==> src/rtl/uart_pkg.sv <==
// uart_pkg: shared UART types and constants for the receive and read paths.
// Contents: receiver FSM state enum, data-bit count, default clock/baud rates.
// No ports; imported with "import uart_pkg::*;".
package uart_pkg;

  localparam int UART_DATA_BITS = 8;
  localparam int CLK_FREQ_DEF   = 50_000_000;
  localparam int BAUD_RATE_DEF  = 9600;

  typedef enum logic [2:0] {
    ST_IDLE  = 3'd0,
    ST_START = 3'd1,
    ST_DATA  = 3'd2,
    ST_STOP  = 3'd3,
    ST_BREAK = 3'd4
  } uart_state_t;

endpackage

==> src/rtl/uart_rx_byte.sv <==
// uart_rx_byte: 8N1 UART byte receiver with 2-FF synchroniser and mid-bit sampling.
// Ports: s_clk/s_rst (async active-high), rs232_rx line in; rx_byte, one-cycle
//        rx_byte_valid per good byte, one-cycle frame_err when the stop bit samples low.
module uart_rx_byte
  import uart_pkg::*;
#(
  parameter int BAUD_MAX = CLK_FREQ_DEF / BAUD_RATE_DEF,
  parameter int BAUD_MID = BAUD_MAX / 2
) (
  input  logic                      s_clk,
  input  logic                      s_rst,
  input  logic                      rs232_rx,
  output logic [UART_DATA_BITS-1:0] rx_byte,
  output logic                      rx_byte_valid,
  output logic                      frame_err
);

  // BAUD_MAX must be >= 4 and BAUD_MID < BAUD_MAX for the sample point to exist.
  localparam int CNT_W = $clog2(BAUD_MAX);
  localparam int BIT_W = $clog2(UART_DATA_BITS);
  localparam logic [CNT_W-1:0] C_MID  = CNT_W'(BAUD_MID);
  localparam logic [CNT_W-1:0] C_LAST = CNT_W'(BAUD_MAX - 1);
  localparam logic [CNT_W-1:0] C_ONE  = CNT_W'(1);
  localparam logic [BIT_W-1:0] B_LAST = BIT_W'(UART_DATA_BITS - 1);
  localparam logic [BIT_W-1:0] B_ONE  = BIT_W'(1);

  logic                      r_sync1;
  logic                      r_sync2;
  logic                      r_prev;
  uart_state_t               r_state;
  logic [CNT_W-1:0]          r_baud_cnt;
  logic [BIT_W-1:0]          r_bit_cnt;
  logic [UART_DATA_BITS-1:0] r_shift;
  logic [UART_DATA_BITS-1:0] r_rx_byte;
  logic                      r_rx_byte_valid;
  logic                      r_frame_err;

  logic w_line;
  logic w_fall;
  logic w_sample;
  logic w_wrap;

  // Synchroniser and edge-detect flops idle high so reset never fakes a start edge.
  always_ff @(posedge s_clk or posedge s_rst) begin
    if (s_rst) begin
      r_sync1 <= 1'b1;
      r_sync2 <= 1'b1;
      r_prev  <= 1'b1;
    end else begin
      r_sync1 <= rs232_rx;
      r_sync2 <= r_sync1;
      r_prev  <= r_sync2;
    end
  end

  assign w_line   = r_sync2;
  assign w_fall   = r_prev & ~r_sync2;
  assign w_sample = (r_baud_cnt == C_MID);
  assign w_wrap   = (r_baud_cnt == C_LAST);

  always_ff @(posedge s_clk or posedge s_rst) begin
    if (s_rst) begin
      r_state         <= ST_IDLE;
      r_baud_cnt      <= '0;
      r_bit_cnt       <= '0;
      r_shift         <= '0;
      r_rx_byte       <= '0;
      r_rx_byte_valid <= 1'b0;
      r_frame_err     <= 1'b0;
    end else begin
      r_rx_byte_valid <= 1'b0;
      r_frame_err     <= 1'b0;
      if (r_state != ST_IDLE) begin
        r_baud_cnt <= w_wrap ? '0 : r_baud_cnt + C_ONE;
      end
      case (r_state)
        ST_IDLE: begin
          if (w_fall) begin
            r_baud_cnt <= '0;
            r_state    <= ST_START;
          end
        end
        ST_START: begin
          // A start bit that is high again at mid-bit was only a glitch.
          if (w_sample && w_line) begin
            r_state <= ST_IDLE;
          end else if (w_wrap) begin
            r_bit_cnt <= '0;
            r_state   <= ST_DATA;
          end
        end
        ST_DATA: begin
          if (w_sample) begin
            r_shift <= {w_line, r_shift[UART_DATA_BITS-1:1]};
          end
          if (w_wrap) begin
            if (r_bit_cnt == B_LAST) begin
              r_state <= ST_STOP;
            end else begin
              r_bit_cnt <= r_bit_cnt + B_ONE;
            end
          end
        end
        ST_STOP: begin
          // Leave at mid stop bit so a back-to-back start edge is not missed.
          if (w_sample) begin
            if (w_line) begin
              r_rx_byte       <= r_shift;
              r_rx_byte_valid <= 1'b1;
              r_state         <= ST_IDLE;
            end else begin
              r_frame_err <= 1'b1;
              r_state     <= ST_BREAK;
            end
          end
        end
        ST_BREAK: begin
          // Wait for the line to return high; no start edge can be seen until then.
          if (w_line) begin
            r_state <= ST_IDLE;
          end
        end
        default: r_state <= ST_IDLE;
      endcase
    end
  end

  assign rx_byte       = r_rx_byte;
  assign rx_byte_valid = r_rx_byte_valid;
  assign frame_err     = r_frame_err;

endmodule

==> src/rtl/uart_rx_word.sv <==
// uart_rx_word: UART receive front end packing byte pairs into 16-bit words.
// Ports: s_clk/s_rst, rs232_rx, flush in; m_data/m_valid/m_ready word handshake,
//        rx_byte/rx_byte_valid debug, frame_err and overflow one-cycle pulses.
module uart_rx_word
  import uart_pkg::*;
#(
  parameter int CLK_FREQ  = CLK_FREQ_DEF,
  parameter int BAUD_RATE = BAUD_RATE_DEF,
  parameter int BAUD_MAX  = CLK_FREQ / BAUD_RATE,
  parameter int BAUD_MID  = BAUD_MAX / 2
) (
  input  logic        s_clk,
  input  logic        s_rst,
  input  logic        rs232_rx,
  input  logic        flush,
  output logic [15:0] m_data,
  output logic        m_valid,
  input  logic        m_ready,
  output logic [7:0]  rx_byte,
  output logic        rx_byte_valid,
  output logic        frame_err,
  output logic        overflow
);

  logic [UART_DATA_BITS-1:0] w_rx_byte;
  logic                      w_rx_vld;
  logic                      w_frame_err;
  logic                      w_accept;

  logic                      r_phase;
  logic [UART_DATA_BITS-1:0] r_lo;
  logic [15:0]               r_m_data;
  logic                      r_m_valid;
  logic                      r_overflow;

  uart_rx_byte #(
    .BAUD_MAX (BAUD_MAX),
    .BAUD_MID (BAUD_MID)
  ) u_rx_byte (
    .s_clk         (s_clk),
    .s_rst         (s_rst),
    .rs232_rx      (rs232_rx),
    .rx_byte       (w_rx_byte),
    .rx_byte_valid (w_rx_vld),
    .frame_err     (w_frame_err)
  );

  assign w_accept = r_m_valid & m_ready;

  always_ff @(posedge s_clk or posedge s_rst) begin
    if (s_rst) begin
      r_phase    <= 1'b0;
      r_lo       <= '0;
      r_m_data   <= '0;
      r_m_valid  <= 1'b0;
      r_overflow <= 1'b0;
    end else begin
      r_overflow <= 1'b0;
      if (w_accept) begin
        r_m_valid <= 1'b0;
      end
      // flush beats a coincident byte: both the stored low byte and the new byte go.
      if (flush) begin
        r_phase <= 1'b0;
        r_lo    <= '0;
      end else if (w_rx_vld) begin
        if (!r_phase) begin
          r_lo    <= w_rx_byte;
          r_phase <= 1'b1;
        end else begin
          r_phase <= 1'b0;
          // A slot freed by this cycle's handshake can take the new word directly.
          if (!r_m_valid || w_accept) begin
            r_m_data  <= {w_rx_byte, r_lo};
            r_m_valid <= 1'b1;
          end else begin
            r_overflow <= 1'b1;
          end
        end
      end
    end
  end

  assign m_data        = r_m_data;
  assign m_valid       = r_m_valid;
  assign overflow      = r_overflow;
  assign rx_byte       = w_rx_byte;
  assign rx_byte_valid = w_rx_vld;
  assign frame_err     = w_frame_err;

endmodule
==> config.mk <==
export PLATFORM = sky130hd
export DESIGN_NAME = uart_rx_word
export DESIGN_NICKNAME = d
export VERILOG_FILES = /design/src/rtl/uart_pkg.sv /design/src/rtl/uart_rx_byte.sv /design/src/rtl/uart_rx_word.sv
export SDC_FILE = /design/constraint.sdc
export NUM_CORES = 1
export LEC_CHECK = 0
export CELL_PAD_IN_SITES_DETAIL_PLACEMENT = 2
export CELL_PAD_IN_SITES_GLOBAL_PLACEMENT = 2
export CORE_MARGIN = 5
export CORE_UTILIZATION = 30
export CTS_CLUSTER_SIZE = 28
export DETAILED_ROUTE_END_ITERATION = 6
export PLACE_DENSITY_LB_ADDON = 0.1
export SLEW_MARGIN = 20
export SYNTH_ARGS = -nofsm -noshare
export SYNTH_HDL_FRONTEND = slang
export SYNTH_SLANG_ARGS = --single-unit
==> constraint.sdc <==
create_clock -name s_clk -period 2.7 [get_ports s_clk]
set_input_delay 0.405 -clock s_clk [delete_from_list [all_inputs] [get_ports s_clk]]
set_output_delay 0.405 -clock s_clk [all_outputs]
set_load 0.01 [all_outputs]
==> run metrics, run 1 <==
row count=36; P_sw=609 uW; Root Buffer=clkbuf_8; Bufs on Longest Clock Path=2; Num CTS Buffers=9; critical path type=reg2reg; DRC=0; CTS tree=yes; Detail Placement HPWL=4970 um; layout cells sized above 1=23.3%; Synthesis Warnings=0; core area=0.00977 mm2; initial cell density of the core=30.8%; Clock Skew=0.0110 ns; Netlist cell types=50; IO buf count=32; Tmin final=2.18 ns; peak per-stage delay on the critical path=0.72 ns; HP Class=reg2reg; Synthesized Nets=262; first-pass GRT wire length=11900 um; CTS Sinks=67; Area Growth Syn to Fin=22.5%; clk_lat worst skew=0.34 ns; Worst Path Arrival=2.45 ns; Pwr Density=615 mW/mm2; CP Capture Type=flip-flop; worst hold margin=0.360 ns; WL/cell=16.3 um; post-CTS setup buffer count=0; part of the power in registers=49.5%; final cell count without fillers=425; crit share post-route=80.9%; count of max-cap constraint violations=0; DR vias=2079; Cells after Synth=253; Post-CTS Hold Buffers=0; status=finished clean; DR vias/cell=4.89; Design Area, Final=0.00369 mm2; largest net degree at the start of global routing=32; Cell Area, Synth=0.00301 mm2; register area=0.00168 mm2; critical path peak fanout=18; DRT iter0 DRCs=37; Gate power share=10.0%; drt total wl=6910 um; Overflow after GRT=0; DP Area=0.00348 mm2; Ant. Diodes=0; final hold violations=0; synthesized area per cell=11.9 um2; switching share of power=26.9%; register area share after synthesis=55.8%; clock power share=40.5%; Max IR drop VDD=0.260 mV; die height=110 um; number of antenna violations at the first check in global routing=0; Setup TNS=0 ns; Resize count post-CTS=0; # IOs=33; Post-synth EDFFs=0; Fillers=1052; Critical-path top delay cell=a41oi_2; CP cell instances=ha_1 -> and3_1 -> a41oi_2 -> o21ai_0 -> a31oi_1; CP startpoint kind=flip-flop; GPL Wtd Cong=0.683; H-tree level count=3; fin nets=297; DR pass1 iterations=4; GRT Util Overall=12.7%; Post-synth top flop=dfrtp_1; leakage=1.65 nW; Inst Count DP=410; worst path required time=2.97 ns; multi-input combinational cell area=0.00124 mm2; vias in the first global route=2232; Max Slew Vio Count=0; Synth Register Bits=67; ys async rst share=100%; Final ANT Viol Nets=0; Final Setup Violations=0; Reg clk slew, reported paths=0.08 ns; actual slew at the worst max-slew pin=0.821 ns; total die area=0.0121 mm2; Int Pwr=1.66 mW; Horiz. Die Dim=110 um; highest clock rate=458 MHz; RSZ-0062 raised after global routing=false; max_slew headroom=45.3%
-- Yosys cell counts (5+ instances only) --
cell      count  area, um2
dfrtp_1      64       1600
mux2_2       32        360
nand2_1      28        105
a21oi_1      13       65.1
nor2_1       11       41.3
o21ai_0       8       40.0
buf_2         7       35.0
inv_1         7       26.3
nand3_1       7       35.0
a21o_1        5       37.5
a31oi_1       5       31.3
nand2b_1      5       31.3
-- power by group through the flow --
stage	clock [mW]	sequential (mW)	combinational [mW]
after floorplan	0	1.11	0.183
after global placement	0	1.14	0.229
after detailed placement	0	1.14	0.236
after CTS	0.953	1.12	0.234
after global routing	1.00	1.13	0.266
final	0.917	1.12	0.226
-- final timing paths --
path / cells after the start / to / slack, ns / from
worst max-delay path: 5 / u_rx_byte.r_baud_cnt[5]$_DFF_PP0_ / 0.52 / u_rx_byte.r_baud_cnt[0]$_DFF_PP0_
worst min-delay path: 0 / u_rx_byte.r_sync2$_DFF_PP1_ / 0.36 / u_rx_byte.r_sync1$_DFF_PP1_
worst max register to register: 5 / u_rx_byte.r_baud_cnt[5]$_DFF_PP0_ / 0.52 / u_rx_byte.r_baud_cnt[0]$_DFF_PP0_
worst min register to register: 0 / u_rx_byte.r_sync2$_DFF_PP1_ / 0.36 / u_rx_byte.r_sync1$_DFF_PP1_
max in group asynchronous: 3 / u_rx_byte.r_sync1$_DFF_PP1_ / 1.63 / s_rst
min in group asynchronous: 2 / m_data[8]$_DFFE_PP0P_ / 0.42 / s_rst
-- layout by cell type, fill, tap and decap left out, types with 2 or more instances in the layout --
| cell type | synthesis | routed |
|---|---|---|
| dfstp_2 | 3 | 3 |
| a21oi_1 | 13 | 13 |
| buf_4 | 1 | 3 |
| nand2_1 | 28 | 28 |
| a21o_1 | 5 | 5 |
| and3_1 | 3 | 3 |
| nor2_1 | 11 | 11 |
| nor3_1 | 2 | 2 |
| clkinvlp_4 | 0 | 2 |
| a31oi_1 | 5 | 5 |
| o21ai_0 | 8 | 8 |
| nor3b_1 | 4 | 4 |
| ha_1 | 4 | 4 |
| nor2b_1 | 3 | 3 |
| clkbuf_8 | 0 | 9 |
| nor4_1 | 2 | 2 |
| xnor2_1 | 2 | 2 |
| dfrtp_1 | 64 | 64 |
| nand4_1 | 3 | 3 |
| bufinv_16 | 0 | 2 |
| mux2_2 | 32 | 32 |
| inv_1 | 7 | 6 |
| o21a_1 | 2 | 2 |
| and4bb_2 | 2 | 2 |
| clkdlybuf4s50_1 | 0 | 32 |
| a22o_1 | 3 | 3 |
| nand3_1 | 7 | 7 |
| nand2b_1 | 5 | 5 |
-- metal layers --
metal  vias to the layer above  routed length [um]  track usage, %  part of all wire [%]
met4                         0                 146            5.01                   2.1
met5                         -                   0               0                     0
met2                        35                3340            20.7                    48
met1                      1055                3150            15.8                    46
met3                        14                 279            3.90                   4.0
li1                        975                   -               -                     -
-- worst max-delay path: cells and delay by family, from the launching register on --
kind	cells	cell delay, ns
adder cells (fa/ha/maj)	1	0.26
AND/OR/NAND/NOR	1	0.30
AO/OA/AOI/OAI	3	1.12
flip-flops	1	0.42
-- cells by family after synthesis --
family	after synthesis	synth area share, %
flops	67	55.8
mux	33	12.5
fa+ha+maj	4	1.66
simple gates	83	16.2
xor+xnor	2	0.582
buf+inv	19	3.03
compound gates	45	10.2
-- metrics by stage --
step | setup slack (ns) | utilization [%] | total power, mW
global route | 0.332 | 37.7 | 2.40
global placement | 0.604 | 35.6 | 1.37
floorplan | 0.617 | - | 1.30
CTS | 0.486 | 37.7 | 2.31
detailed placement | 0.512 | 35.6 | 1.38
finish | 0.517 | 37.7 | 2.27
-- layout make-up --
cell class              instances  area share, %
flip-flops and latches         67           45.6
multi-input cells             167           33.6
repair buffers                 36           9.84
well taps                     133           4.51
clock buffers                   9           3.36
clock inverters                 6           2.41
inverters                       7          0.712
-- state kept, by name, summed over array words and instances, names as in the netlist, 3 cells and up --
signal and flops:
m_data 16, u_rx_byte.r_baud_cnt 13, r_lo 8, u_rx_byte.r_shift 8, u_rx_byte.rx_byte 8, u_rx_byte.r_bit_cnt 3
u_rx_byte.r_state 3
(Power assumes the default switching activity.)
==> run 2: changes to the inputs <==
==> constraint.sdc (replaced) <==
create_clock -name s_clk -period 2 [get_ports s_clk]
set_input_delay 0.3 -clock s_clk [delete_from_list [all_inputs] [get_ports s_clk]]
set_output_delay 0.3 -clock s_clk [all_outputs]
set_load 0.01 [all_outputs]
==> run 2 against run 1 <==
Against the previous run:
- highest routed layer unchanged
- utilization increased by 0.86 points
- clock-buffer cell count unchanged
- critical endpoint is now u_rx_byte.r_bit_cnt[0]$_DFFE_PP0P_
- via count increased by 2.1%
- combinational power increased by 54%
- sequential power increased by 35%
==> run metrics, run 2 (synthesis gave the netlist of run 1 again) <==
Pwr Density=754 mW/mm2; Bufs on Longest Clock Path=2; CTS tree=yes; IO buf count=32; drt total wl=7220 um; most common cell after layout, fill and taps aside=dfrtp_1; GPL Wtd Cong=0.708; Post-CTS Hold Buffers=0; initial cell density of the core=30.8%; Area Growth Syn to Fin=25.3%; worst path required time=2.23 ns; DRT iter0 DRCs=46; Max IR drop VDD=0.286 mV; Placement Setup Slack=-0.0401 ns; Tot Pwr=2.84 mW; part of the power in registers=52.9%; RSZ-0062 raised after global routing=false; worst hold margin=0.185 ns; Final Setup Violations=0; Root Buffer=clkbuf_8; post-CTS setup buffer count=0; Detail Placement HPWL=5140 um; crit share post-route=94.0%; P_sw=828 uW; Worst Path Arrival=2.11 ns; register area=0.00168 mm2; actual slew at the worst max-slew pin=0.628 ns; count of max-cap constraint violations=0; Final WS setup=0.121 ns; CP startpoint kind=flip-flop; Gate power share=12.2%; DP Area=0.00358 mm2; number of antenna violations at the first check in global routing=0; die height=110 um; H-tree level count=3; CP Capture Type=flip-flop; final hold violations=0; Fillers=1066; Overflow after GRT=0; core area=0.00977 mm2; WL/cell=16.6 um; Num CTS Buffers=9; final core occ=38.6%; Largest register FFs=16; DRC=0; worst reg2reg setup slack=0.12 ns; HP Class=in2async; Design Area, Final=0.00377 mm2; Clock Skew=0.00737 ns; # IOs=33; CTS Sinks=67; commonest non-fill, non-tap cells in the layout=dfrtp_1, mux2_2, clkdlybuf4s50_1, nand2_1, a21oi_1; row count=36; highest clock rate=532 MHz; vias in the first global route=2416; Ant. Diodes=0; FF-to-FF Start=u_rx_byte.r_baud_cnt[1]$_DFF_PP0_; multi-input combinational cell area=0.00127 mm2; critical path type=reg2reg; Final ANT Viol Nets=0; clk_lat worst skew=0.34 ns; largest net degree at the start of global routing=62; DR pass1 iterations=4; Reg2Reg Depth=5; switching share of power=29.1%; Tmin final=1.88 ns; layout cells sized above 1=27.1%; fin nets=307; total die area=0.0121 mm2; Reg clk slew, reported paths=0.08 ns; Horiz. Die Dim=110 um; clock power share=34.8%; Max Slew Vio Count=0; leakage=1.70 nW; Int Pwr=2.02 mW; status=finished clean; DR vias=2123; GRT Util Overall=13.2%; max_slew headroom=58.0%; first-pass GRT wire length=12300 um; Critical R2R Capture=u_rx_byte.r_bit_cnt[0]$_DFFE_PP0P_; DR vias/cell=4.87; critical path peak fanout=5
==> run 2: critical path, stage by stage, from the launching register on <==
cell and delay, ns:
dfrtp_1 0.41, ha_1 0.24, and3_1 0.30, nand4_4 0.15, or3_4 0.42, mux2_4 0.26
==> run 2: area by class of cell <==
class                           instances  share of cell area [%]
Tap cell                              133                    4.41
Clock buffer                            9                    3.28
Timing Repair Buffer                   46                    12.3
Inverter                                7                   0.697
Clock inverter                          7                    1.19
Sequential cell                        67                    44.5
Multi-Input combinational cell        167                    33.6
==> run 2: how the worst max path moves through the flow <==
stage | from | endpoint | slack (ns)
floorplan | s_rst | m_data[0]$_DFFE_PP0P_ | 0.02
global placement | u_rx_byte.r_baud_cnt[0]$_DFF_PP0_ | u_rx_byte.r_shift[0]$_DFFE_PP0P_ | -0.008
detailed placement | u_rx_byte.r_baud_cnt[0]$_DFF_PP0_ | u_rx_byte.r_shift[6]$_DFFE_PP0P_ | -0.04
CTS | u_rx_byte.r_baud_cnt[0]$_DFF_PP0_ | u_rx_byte.r_shift[3]$_DFFE_PP0P_ | 0.07
global route | u_rx_byte.r_baud_cnt[0]$_DFF_PP0_ | u_rx_byte.r_shift[2]$_DFFE_PP0P_ | 0.02
finish | u_rx_byte.r_baud_cnt[1]$_DFF_PP0_ | u_rx_byte.r_bit_cnt[0]$_DFFE_PP0P_ | 0.12
==> run 2: what timing repair did <==
| item | 4_1_cts | 5_1_grt |
|---|---|---|
| endpoints found under the setup margin | 14 | 17 |
| resized for setup | 1 | 4 |
| pin swaps | 0 | 1 |
==> run 2: stage by stage <==
stage	cells	setup TNS, ns
2_1_floorplan	253	0
3_3_place_gp	420	-0.0488
3_5_place_dp	420	-0.338
4_1_cts	436	0
5_1_grt	436	0
6_report	436	0
==> run 2: layer usage <==
metal / up-vias / part of all wire [%] / track usage [%]
met5: - / 0 / 0
met4: 0 / 0.93 / 5.01
met3: 5 / 3.3 / 3.26
met2: 27 / 50 / 22.3
li1: 994 / - / -
met1: 1097 / 46 / 16.3
==> run 2: power by group through the flow <==
stage / registers [mW] / logic [mW] / clock network, mW
5_1_grt: 1.52 / 0.405 / 1.11
3_3_place_gp: 1.53 / 0.345 / 0
4_1_cts: 1.51 / 0.356 / 1.04
6_report: 1.51 / 0.348 / 0.990
3_5_place_dp: 1.53 / 0.355 / 0
2_1_floorplan: 1.50 / 0.247 / 0
